## config.mk

```make
export PLATFORM = sky130hd
export DESIGN_NAME = reg_bus_sched
export DESIGN_NICKNAME = d
export VERILOG_FILES = /design/src/rtl/reg_bus_sched.sv
export SDC_FILE = /design/constraint.sdc
export NUM_CORES = 1
export LEC_CHECK = 0
export ABC_AREA = 1
export CAP_MARGIN = 20
export CORE_AREA = 2 2 188 190
export CTS_BUF_LIST = sky130_fd_sc_hd__clkbuf_8
export CTS_CLUSTER_DIAMETER = 60
export DETAILED_ROUTE_END_ITERATION = 16
export DIE_AREA = 0 0 190 192
export PLACE_DENSITY = 0.57
export SYNTH_ARGS = -nofsm -noshare
export SYNTH_HDL_FRONTEND = slang
export SYNTH_SLANG_ARGS = --single-unit
```

## constraint.sdc

```tcl
create_clock -name clk_i -period 3.7 [get_ports clk_i]
set_clock_uncertainty 0.15 [all_clocks]
set_input_delay 0.925 -clock clk_i [delete_from_list [all_inputs] [get_ports clk_i]]
set_output_delay 0.925 -clock clk_i [all_outputs]
set_load 0.005 [all_outputs]
```

## src/rtl/reg_bus_sched.sv

```systemverilog
// Register-bus scheduler: round-robin grant among requesters, range decode onto one of
// the register slaves, one transaction in flight, local error for misses and hung slaves.
module reg_bus_sched #(
  parameter int unsigned                 NumReq        = 2,
  parameter int unsigned                 NumSlv        = 4,
  parameter int unsigned                 AddrWidth     = 64,
  parameter int unsigned                 DataWidth     = 32,
  parameter int unsigned                 TimeoutCycles = 1024,
  parameter logic [NumSlv*AddrWidth-1:0] SlvStart      = '0,
  parameter logic [NumSlv*AddrWidth-1:0] SlvEnd        = '0
) (
  input  logic                            clk_i,
  input  logic                            rst_i,
  input  logic [NumReq-1:0]               req_valid_i,
  input  logic [NumReq-1:0]               req_write_i,
  input  logic [NumReq*AddrWidth-1:0]     req_addr_i,
  input  logic [NumReq*DataWidth-1:0]     req_wdata_i,
  input  logic [NumReq*(DataWidth/8)-1:0] req_wstrb_i,
  output logic [NumReq-1:0]               req_ready_o,
  output logic [DataWidth-1:0]            req_rdata_o,
  output logic                            req_error_o,
  output logic [NumSlv-1:0]               slv_valid_o,
  output logic                            slv_write_o,
  output logic [AddrWidth-1:0]            slv_addr_o,
  output logic [DataWidth-1:0]            slv_wdata_o,
  output logic [DataWidth/8-1:0]          slv_wstrb_o,
  input  logic [NumSlv-1:0]               slv_ready_i,
  input  logic [NumSlv*DataWidth-1:0]     slv_rdata_i,
  input  logic [NumSlv-1:0]               slv_error_i,
  output logic                            busy_o,
  output logic                            timeout_o
);

  localparam int unsigned StrbWidth = DataWidth / 8;
  localparam int unsigned ReqIdxW   = (NumReq > 1) ? $clog2(NumReq) : 1;
  localparam int unsigned SlvIdxW   = (NumSlv > 1) ? $clog2(NumSlv) : 1;
  localparam int unsigned CntW      = $clog2(TimeoutCycles);

  localparam logic [CntW-1:0] CntLast = CntW'(TimeoutCycles - 1);

  localparam logic [1:0] StIdle   = 2'd0;
  localparam logic [1:0] StAccess = 2'd1;
  localparam logic [1:0] StResp   = 2'd2;

  logic [1:0]           r_state;
  logic [ReqIdxW-1:0]   r_ptr;
  logic [ReqIdxW-1:0]   r_grant;
  logic                 r_write;
  logic [AddrWidth-1:0] r_addr;
  logic [DataWidth-1:0] r_wdata;
  logic [StrbWidth-1:0] r_wstrb;
  logic [SlvIdxW-1:0]   r_sel;
  logic                 r_miss;
  logic [CntW-1:0]      r_cnt;
  logic [DataWidth-1:0] r_rdata;
  logic                 r_error;
  logic                 r_timeout;

  logic                 w_any_req;
  logic [ReqIdxW-1:0]   w_gnt_idx;
  logic                 w_gnt_write;
  logic [AddrWidth-1:0] w_gnt_addr;
  logic [DataWidth-1:0] w_gnt_wdata;
  logic [StrbWidth-1:0] w_gnt_wstrb;
  logic                 w_hit;
  logic [SlvIdxW-1:0]   w_hit_idx;
  logic                 w_slv_ready;
  logic [DataWidth-1:0] w_slv_rdata;
  logic                 w_slv_error;

  // Round-robin: first pass covers requesters at/after the pointer, second pass wraps.
  always_comb begin
    w_any_req = 1'b0;
    w_gnt_idx = '0;
    for (int i = 0; i < NumReq; i++) begin
      if (!w_any_req && req_valid_i[i] && (i >= int'(r_ptr))) begin
        w_any_req = 1'b1;
        w_gnt_idx = ReqIdxW'(i);
      end
    end
    for (int i = 0; i < NumReq; i++) begin
      if (!w_any_req && req_valid_i[i]) begin
        w_any_req = 1'b1;
        w_gnt_idx = ReqIdxW'(i);
      end
    end
  end

  always_comb begin
    w_gnt_write = 1'b0;
    w_gnt_addr  = '0;
    w_gnt_wdata = '0;
    w_gnt_wstrb = '0;
    for (int i = 0; i < NumReq; i++) begin
      if (w_gnt_idx == ReqIdxW'(i)) begin
        w_gnt_write = req_write_i[i];
        w_gnt_addr  = req_addr_i[i*AddrWidth +: AddrWidth];
        w_gnt_wdata = req_wdata_i[i*DataWidth +: DataWidth];
        w_gnt_wstrb = req_wstrb_i[i*StrbWidth +: StrbWidth];
      end
    end
  end

  // Lowest-index range wins on overlap; an empty range (start == end) can never match.
  always_comb begin
    w_hit     = 1'b0;
    w_hit_idx = '0;
    for (int i = 0; i < NumSlv; i++) begin
      if (!w_hit &&
          (w_gnt_addr >= SlvStart[i*AddrWidth +: AddrWidth]) &&
          (w_gnt_addr <  SlvEnd[i*AddrWidth +: AddrWidth])) begin
        w_hit     = 1'b1;
        w_hit_idx = SlvIdxW'(i);
      end
    end
  end

  always_comb begin
    w_slv_ready = 1'b0;
    w_slv_rdata = '0;
    w_slv_error = 1'b0;
    for (int i = 0; i < NumSlv; i++) begin
      if (r_sel == SlvIdxW'(i)) begin
        w_slv_ready = slv_ready_i[i];
        w_slv_rdata = slv_rdata_i[i*DataWidth +: DataWidth];
        w_slv_error = slv_error_i[i];
      end
    end
  end

  always_ff @(posedge clk_i) begin
    if (rst_i) begin
      r_state   <= StIdle;
      r_ptr     <= '0;
      r_grant   <= '0;
      r_write   <= 1'b0;
      r_addr    <= '0;
      r_wdata   <= '0;
      r_wstrb   <= '0;
      r_sel     <= '0;
      r_miss    <= 1'b0;
      r_cnt     <= '0;
      r_rdata   <= '0;
      r_error   <= 1'b0;
      r_timeout <= 1'b0;
    end else begin
      r_timeout <= 1'b0;
      case (r_state)
        StIdle: begin
          if (w_any_req) begin
            r_state <= StAccess;
            r_grant <= w_gnt_idx;
            r_write <= w_gnt_write;
            r_addr  <= w_gnt_addr;
            r_wdata <= w_gnt_wdata;
            r_wstrb <= w_gnt_wstrb;
            r_sel   <= w_hit_idx;
            r_miss  <= !w_hit;
            r_cnt   <= '0;
          end
        end
        StAccess: begin
          r_cnt <= r_cnt + CntW'(1);
          if (r_miss) begin
            r_rdata <= '0;
            r_error <= 1'b1;
            r_state <= StResp;
          end else if (w_slv_ready) begin
            // Ready takes priority over an abort landing in the same cycle.
            r_rdata <= w_slv_rdata;
            r_error <= w_slv_error;
            r_state <= StResp;
          end else if (r_cnt == CntLast) begin
            r_rdata   <= '0;
            r_error   <= 1'b1;
            r_timeout <= 1'b1;
            r_state   <= StResp;
          end
        end
        StResp: begin
          r_ptr   <= (32'(r_grant) == NumReq - 1) ? '0 : r_grant + 1'b1;
          r_state <= StIdle;
        end
        default: r_state <= StIdle;
      endcase
    end
  end

  always_comb begin
    slv_valid_o = '0;
    req_ready_o = '0;
    for (int i = 0; i < NumSlv; i++) begin
      slv_valid_o[i] = (r_state == StAccess) && !r_miss && (r_sel == SlvIdxW'(i));
    end
    for (int i = 0; i < NumReq; i++) begin
      req_ready_o[i] = (r_state == StResp) && (r_grant == ReqIdxW'(i));
    end
  end

  assign req_rdata_o = (r_state == StResp) ? r_rdata : '0;
  assign req_error_o = (r_state == StResp) ? r_error : 1'b0;
  assign slv_write_o = r_write;
  assign slv_addr_o  = r_addr;
  assign slv_wdata_o = r_wdata;
  assign slv_wstrb_o = r_wstrb;
  assign busy_o      = (r_state != StIdle);
  assign timeout_o   = r_timeout;

endmodule
```

==> results of run 1 <==
## layout make-up
cell class,count,area [µm²],share of cell area [%]
Sequential cell,150,3000,26.6
Multi-Input combinational cell,686,3130,27.8
Clock buffer,18,248,2.20
Inverter,54,208,1.84
Clock inverter,12,154,1.36
Tap cell,455,569,5.05
Timing Repair Buffer,392,3960,35.2
## cells in the mapped netlist (all sizes together)
library cell / n / area [µm²]
nand2: 298 / 1140
dfxtp: 150 / 3000
o21ai: 114 / 586
a31oi: 101 / 632
nor2: 101 / 394
inv: 52 / 198
buf: 48 / 288
a21oi: 35 / 175
clkbuf: 33 / 124
nand3: 27 / 140
clkinv: 2 / 7.51
nor3: 2 / 10.0
a211oi: 1 / 7.51
conb: 1 / 3.75
ha: 1 / 12.5
nand4: 1 / 6.26
nor4: 1 / 6.26
o22ai: 1 / 6.26
## state kept, by name (all words and copies together), names as in the netlist
register     flops
slv_addr_o      64
r_rdata         32
slv_wdata_o     32
r_cnt           10
slv_wstrb_o      4
r_state          2
r_error          1
r_grant          1
r_miss           1
r_ptr            1
slv_write_o      1
timeout_o        1
## critical path: stages, from the launching register on
cell and delay (ps):
dfxtp_1 350, inv_1 70, nor2_1 160, clkinv_1 110, buf_4 250, nor2_1 150, clkdlybuf4s50_1 540
## cells by family (layout without fill, tap and decap cells)
family	count (synthesis)	in the layout	share of synthesized area [%]
AND/OR/NAND/NOR	430	430	25.1
buffers and inverters	135	476	9.16
adder cells (fa/ha/maj)	1	1	0.186
other	1	3	0.0557
AO/OA/AOI/OAI	252	252	20.9
flip-flops	150	150	44.6
## how the worst max path moves through the flow
stage | end | slack (ps) | cells after the start
detailed placement | slv_wdata_o[29] | 800 | 6
finish | req_rdata_o[27] | 510 | 6
CTS | req_ready_o[0] | 450 | 6
global route | req_rdata_o[18] | 240 | 6
floorplan | req_rdata_o[10] | 1630 | 5
global placement | slv_wstrb_o[2] | 830 | 6
## power by group
group	internal (W)	switching, W	leakage, nW
Clock	0.000678	0.000666	0.203
Sequential	0.00181	0.0000956	1.24
Combinational	0.000669	0.000553	2.86
## per-layer routing
metal	wire [µm]	track usage, %
met2	12000	22.9
met3	2270	5.81
met1	10400	14.9
met5	0	0
met4	242	3.94
## per-stage QoR
stage / instance area (µm²) / instances / worst slack (ps) / util, %
after floorplan: 6740 / 971 / 1630 / -
after global placement: 10900 / 1737 / 831 / 31.7
after detailed placement: 10900 / 1737 / 798 / 31.7
after CTS: 11300 / 1767 / 453 / 32.9
after global routing: 11300 / 1767 / 236 / 32.9
final: 11300 / 1767 / 509 / 32.9
==> key figures, run 1 <==
Drt
  • DRC: 0
  • Via-per-instance ratio: 4.19
  • Initial DRC Count: 342
  • Via count: 7402
  • WL final: 24900 µm
  • 1st-pass router iterations: 4
  • Final ANT Viol Nets: 0
  • Wirelength per Cell: 14.1 µm

Clocking
  • Clk pin slew, worst setup/hold paths: 80 ps
  • CTS tree: yes
  • H-tree Lvls: 4
  • Hold_buf cts: 0
  • CTS resizes: 0
  • Maximum clock path buffer count: 2
  • CTS Sinks: 150
  • Total CTS buffers: 17
  • Clock insertion delay at the later pin of the skew report: 470 ps
  • Post-CTS Setup Inserts: 0
  • CTS Root Cell: clkbuf_8

Cells and area
  • Fillers: 3667
  • Leading cell types in the layout, fill and taps excluded: clkdlybuf4s50_1, nand2_1, dfxtp_1
  • Commonest non-fill, non-tap cell in the layout: clkdlybuf4s50_1
  • # diodes: 0
  • Area delta synth->final: 67.4%
  • Final net count: 1644
  • Share of layout cells above drive strength 1: 4.34%

Pwr
  • Worst VDD drop: 0.000192 V
  • Final Power: 0.00447 W
  • LEAKAGE: 4.30 nW
  • PwrDens: 397 mW/mm²

Die
  • # IOs: 484
  • Starting density of the core: 19.6%
  • Core Rows: 68
  • Die Wd: 190 µm
  • Core box area: 0.0343 mm²
  • Die ar.: 0.0365 mm²
  • Die Ht: 192 µm

Min path
  • Worst hold path type: flop to flop
  • Hold EP: r_error
  • Min-delay src: r_error
  • Hold depth: 2

Place
  • Post-DP HPWL: 17500 µm
  • GPL Wtd Cong: 0.774
  • # port buffers: 378

GRT
  • Gr ovfl total: 0
  • Antenna violations before repair: 0
  • All-layer global routing usage: 13.3%
  • Pin count of the biggest net entering global routing: 102
  • Vias in the first global route: 7129
  • First-pass GRT wire length: 38300 µm

Worst setup path
  • Crit path capture type: primary output
  • Reg2reg end: r_rdata[18]
  • Reg2Reg Launch Point: r_state[0]
  • Critical Path Source: r_state[1]
  • Setup crit start kind: flop
  • Crit path kind: flop to primary output
  • Worst R2R Setup Slack: 1620 ps
  • CP max FO: 34
  • Worst EP arrival: 2120 ps
  • CP Data Required Time: 2620 ps
  • Reg2reg path depth: 5

STA
  • Slew Limit Fails: 0
  • Final hold vios: 0
  • Period utilization: 86.2%
  • Setup TNS: 0 ps
  • Worst Max-Slew Pin Slew: 952 ps
  • # setup viols final: 0
  • Max_slew headroom: 36.4%
  • RSZ-0062 raised after global routing: no
  • Max Fclk: 0.313 GHz
  • Final min period: 3190 ps
  • Final hold slack: 316 ps

Yosys
  • Post-synthesis sequential area ratio: 44.6%
  • Yosys Warn Count: 0
  • Synth unique cells: 30
  • Synthesized area per cell: 6.95 µm²
  • Netlist Area Pre-Place: 0.00674 mm²
  • Cells after Synth: 969
  • Seq cells post-synth: 150

Run status
  • Status: finished, final reports clean

Job
  • Max Cap Viol: 0
Note: power is estimated with default switching activity, not from simulation.
==> run 2, diff against run 1 <==
Settings changed: CORE_AREA 2 2 188 190 to 2 2 191 193, DIE_AREA 0 0 190 192 to 0 0 193 195, PLACE_DENSITY 0.57 to 0.55.
==> run 2 against run 1 <==
Against the previous run:
- non-clock buffer count is the same
- sequential power about the same
- clock-buffer cell count down 1
- first-iteration DRC count fell by 25%
- sequential share of layout area up 0.18 points
- utilization is 1.2 points lower
- largest power group unchanged
==> key figures, run 2 (synthesis results as in run 1) <==
Die
  • Die Wd: 193 µm
  • Core box area: 0.0354 mm²
  • # IOs: 484
  • Die Ht: 195 µm
  • Starting density of the core: 19.0%
  • Core Rows: 69
  • Die ar.: 0.0376 mm²

STA
  • Final hold vios: 0
  • RSZ-0062 raised after global routing: no
  • Worst Max-Slew Pin Slew: 956 ps
  • Max_slew headroom: 36.2%
  • Period utilization: 85.7%
  • # setup viols final: 0
  • Slew Limit Fails: 0
  • Setup TNS: 0 ps
  • Max Fclk: 0.315 GHz
  • Fin worst setup slack: 529 ps
  • Final min period: 3170 ps

Min path
  • Worst hold path type: flop to flop

Worst setup path
  • Crit-path cells: inv_1 > nor2_1 > clkinv_1 > buf_4 > nor2_1 > clkdlybuf4s50_1
  • Crit path kind: flop to primary output
  • Setup crit start kind: flop
  • Crit path capture type: primary output
  • Worst path most repeated cell: nor2_1
  • CP Data Required Time: 2620 ps
  • Delay of the slowest critical-path stage: 540 ps
  • Worst EP arrival: 2100 ps
  • CP max stage cell: clkdlybuf4s50_1
  • CP max FO: 33

Cells and area
  • Area delta synth->final: 66.3%
  • Finished layout cell area: 0.0112 mm²
  • Share of layout cells above drive strength 1: 4.12%
  • Leading cell types in the layout, fill and taps excluded: clkdlybuf4s50_1, nand2_1, dfxtp_1
  • Commonest non-fill, non-tap cell in the layout: clkdlybuf4s50_1
  • Largest register FFs: 64
  • Post-layout util: 31.6%
  • Final net count: 1644
  • # diodes: 0

Pwr
  • Flop pwr share: 45.2%
  • Worst VDD drop: 0.000205 V
  • Combinational share of power: 28.9%
  • LEAKAGE: 4.27 nW
  • Sw frac: 30.8%
  • PwrDens: 377 mW/mm²
  • Cell internal pwr: 0.00292 W
  • Final Power: 0.00422 W
  • Clock network fraction of total power: 25.9%
  • Net Switching: 0.00130 W

Place
  • Post-Place Setup Slack: 640 ps
  • GPL Wtd Cong: 0.759
  • # port buffers: 378
  • Post-DP HPWL: 18200 µm
  • Area after DPL: 0.0109 mm²

Clocking
  • H-tree Lvls: 4
  • Maximum clock path buffer count: 2
  • Total CTS buffers: 17
  • Hold_buf cts: 0
  • CTS Sinks: 150
  • Post-CTS Setup Inserts: 0
  • Clk pin slew, worst setup/hold paths: 90 ps
  • CTS resizes: 0
  • CTS tree: yes
  • Clock insertion delay at the later pin of the skew report: 470 ps
  • CTS Root Cell: clkbuf_8

Drt
  • DRC: 0
  • Via count: 7533
  • Wirelength per Cell: 14.5 µm
  • Initial DRC Count: 256
  • WL final: 25700 µm
  • Final ANT Viol Nets: 0
  • Via-per-instance ratio: 4.25
  • 1st-pass router iterations: 4

GRT
  • Antenna violations before repair: 0
  • Vias in the first global route: 7163
  • First-pass GRT wire length: 38800 µm
  • Pin count of the biggest net entering global routing: 102
  • Gr ovfl total: 0
  • All-layer global routing usage: 13.3%

Job
  • Max Cap Viol: 0

Run status
  • Status: finished, final reports clean
[run 2: changes by cell type in the layout (fill, tap and decap cells not counted), moves of 2 or more]
| cell | change |
|---|---|
| bufinv_16 | -3 |
| inv_6 | -2 |
| clkinv_2 | +2 |
| inv_1 | +2 |
[run 2: per-stage QoR]
step | hold slack, ps | instances
finish | 311 | 1772
global route | 348 | 1772
CTS | 316 | 1772
detailed placement | 302 | 1743
global placement | 291 | 1743
floorplan | 282 | 971
[run 2: critical path: cells and delay by family (launching register included)]
kind,cells,cell delay (ps)
flip-flops,1,350
AND/OR/NAND/NOR,2,270
buffers and inverters,4,990
[run 2: path summary, 6_finish.rpt]
check | from | endpoint | slack (ps) | depth (start not counted)
setup / recovery | r_state[1] | req_rdata_o[17] | 530 | 6
hold / removal | r_error | r_error | 310 | 2
setup reg to reg | r_state[1] | r_rdata[2] | 1610 | 6
hold reg to reg | r_error | r_error | 310 | 2
[run 2: area by class of cell]
class                   count  area (µm²)
clock buffers              17         234
clock inverters            12        71.3
fillers                  3874       24200
inverters                  54         208
multi-input cells         686        3130
flip-flops and latches    150        3000
well taps                 461         577
repair buffers            392        3980
[run 2: routing by layer]
layer | share of wire [%] | track usage, % | vias up
met2 | 47 | 21.9 | 270
li1 | - | - | 3845
met1 | 42 | 15.9 | 3393
met5 | 0 | 0 | -
met4 | 1.5 | 3.70 | 0
met3 | 9.3 | 5.37 | 25
[run 2: power by group through the flow]
stage / sequential (W) / combinational (W) / clock, W
3_3_place_gp: 0.00193 / 0.00123 / 0
3_5_place_dp: 0.00194 / 0.00123 / 0
4_1_cts: 0.00191 / 0.00124 / 0.00116
2_1_floorplan: 0.00194 / 0.000521 / 0
5_1_grt: 0.00193 / 0.00134 / 0.00123
6_report: 0.00191 / 0.00122 / 0.00109
==> run 3, diff against run 2 <==
==> constraint.sdc (replaced) <==
create_clock -name clk_i -period 3.7 [get_ports clk_i]
set_clock_uncertainty 0.15 [all_clocks]
set_input_delay 0.555 -clock clk_i [delete_from_list [all_inputs] [get_ports clk_i]]
set_output_delay 0.555 -clock clk_i [all_outputs]
set_load 0.005 [all_outputs]
==> run 3 against run 2 <==
Against the previous run:
- worst hold slack better by 4.8 ps
- utilization rose by 0.24 points
- sequential share of layout area shrank 0.20 points
- routed wire length about the same
- non-clock buffer count shrank 4
- critical path type unchanged
- combinational power is essentially flat
- fmax grew 13%
- clock power up 36%
- largest cell class unchanged
- via count shrank 0.42%
==> key figures, run 3 (synthesis results as in run 1) <==
Drt
  • Final ANT Viol Nets: 0
  • Top sig layer: met4
  • WL met2: 12200 µm
  • WL met3: 2120 µm
  • Via count: 7501
  • Wirelength per Cell: 14.5 µm
  • 1st-pass router iterations: 5
  • DRC: 0
  • WL final: 25700 µm
  • Initial DRC Count: 334
  • Via-per-instance ratio: 4.24
  • Metal-1 WL: 11100 µm

Clocking
  • CTS Root Cell: clkbuf_8
  • Maximum clock path buffer count: 2
  • Post-CTS Setup Inserts: 0
  • CTS Sinks: 150
  • H-tree Lvls: 4
  • Total CTS buffers: 17
  • Clk pin slew, worst setup/hold paths: 90 ps
  • Clock insertion delay at the later pin of the skew report: 470 ps
  • CTS resizes: 0
  • Hold_buf cts: 0
  • CTS tree: yes

STA
  • Max Fclk: 0.356 GHz
  • Period utilization: 76.0%
  • Max_slew headroom: 34.7%
  • # setup viols final: 0
  • Worst Max-Slew Pin Slew: 977 ps
  • RSZ-0062 raised after global routing: no
  • Final hold vios: 0
  • Slew Limit Fails: 0
  • Setup TNS: 0 ps
  • Final min period: 2810 ps

Worst setup path
  • Setup crit start kind: flop
  • Crit path capture type: primary output
  • Worst EP arrival: 2110 ps
  • CP max FO: 33
  • CP Data Required Time: 2990 ps
  • Crit path kind: flop to primary output

Pwr
  • Cell internal pwr: 0.00324 W
  • Worst VDD drop: 0.000205 V
  • PwrDens: 408 mW/mm²
  • Clock network fraction of total power: 32.1%
  • Flop pwr share: 41.4%
  • LEAKAGE: 4.29 nW
  • Combinational share of power: 26.4%
  • Sw frac: 29.7%
  • Net Switching: 0.00137 W
  • Final Power: 0.00460 W

Cells and area
  • Share of layout cells above drive strength 1: 4.27%
  • Finished Layout Cells: 1771
  • Fillers: 3855
  • # diodes: 0
  • Sequential cell area: 0.00300 mm²
  • Final net count: 1640
  • Leading cell types in the layout, fill and taps excluded: clkdlybuf4s50_1, nand2_1, dfxtp_1
  • Largest register FFs: 64
  • Commonest non-fill, non-tap cell in the layout: clkdlybuf4s50_1
  • Area delta synth->final: 67.5%
  • Finished layout cell area: 0.0113 mm²
  • Multi-input combinational cell area: 0.00313 mm²

Job
  • Max Cap Viol: 0

GRT
  • Pin count of the biggest net entering global routing: 102
  • Gr ovfl total: 0
  • Vias in the first global route: 7161
  • Antenna violations before repair: 0
  • All-layer global routing usage: 13.2%
  • First-pass GRT wire length: 38700 µm

Die
  • # IOs: 484
  • Die ar.: 0.0376 mm²
  • Core box area: 0.0354 mm²
  • Die Wd: 193 µm
  • Die Ht: 195 µm
  • Starting density of the core: 19.0%
  • Core Rows: 69

Min path
  • Worst hold path type: flop to flop

Place
  • Post-DP HPWL: 17900 µm
  • DP Cell Count: 1739
  • Area after DPL: 0.0108 mm²
  • # port buffers: 378
  • GPL Wtd Cong: 0.751

Run status
  • Status: finished, final reports clean
==> run 3: stage by stage <==
stage | utilization [%] | worst slack, ps | hold WS, ps
after floorplan | - | 2000 | 282
after global placement | 30.6 | 949 | 291
after detailed placement | 30.6 | 903 | 302
after CTS | 31.9 | 823 | 318
after global routing | 31.9 | 663 | 359
final | 31.9 | 888 | 315
==> run 3: layer usage <==
layer / vias to the layer above / global-route usage [%]
met5: - / 0
met4: 0 / 3.51
met3: 22 / 4.92
met2: 262 / 21.9
met1: 3382 / 15.8
li1: 3835 / -
==> run 3: worst max-delay path, stage by stage (launching register included) <==
cell	delay, ps
dfxtp_1	350
inv_1	70
nor2_1	150
clkinv_1	120
buf_4	250
nor2_1	160
clkdlybuf4s50_1	520
==> run 3: area by class of cell <==
class | instances | area share, %
clock buffers | 18 | 2.20
clock inverters | 14 | 1.74
inverters | 54 | 1.84
multi-input cells | 686 | 27.7
flip-flops and latches | 150 | 26.6
well taps | 461 | 5.11
repair buffers | 388 | 34.8
==> run 3: final timing paths <==
path | startpoint | end | slack, ps | cells past startpoint
hold / removal | r_error | r_error | 320 | 2
hold reg to reg | r_error | r_error | 320 | 2
setup reg to reg | r_state[1] | r_rdata[20] | 1630 | 6
setup / recovery | r_state[1] | req_rdata_o[20] | 890 | 6
==> run 3: power groups by stage <==
stage                     Sequential (W)  Clock, W  Combinational (W)
after floorplan                  0.00194         0           0.000521
after global placement           0.00193         0            0.00123
after detailed placement         0.00194         0            0.00123
after CTS                        0.00191   0.00155            0.00124
after global routing             0.00193   0.00160            0.00135
final                            0.00191   0.00148            0.00122
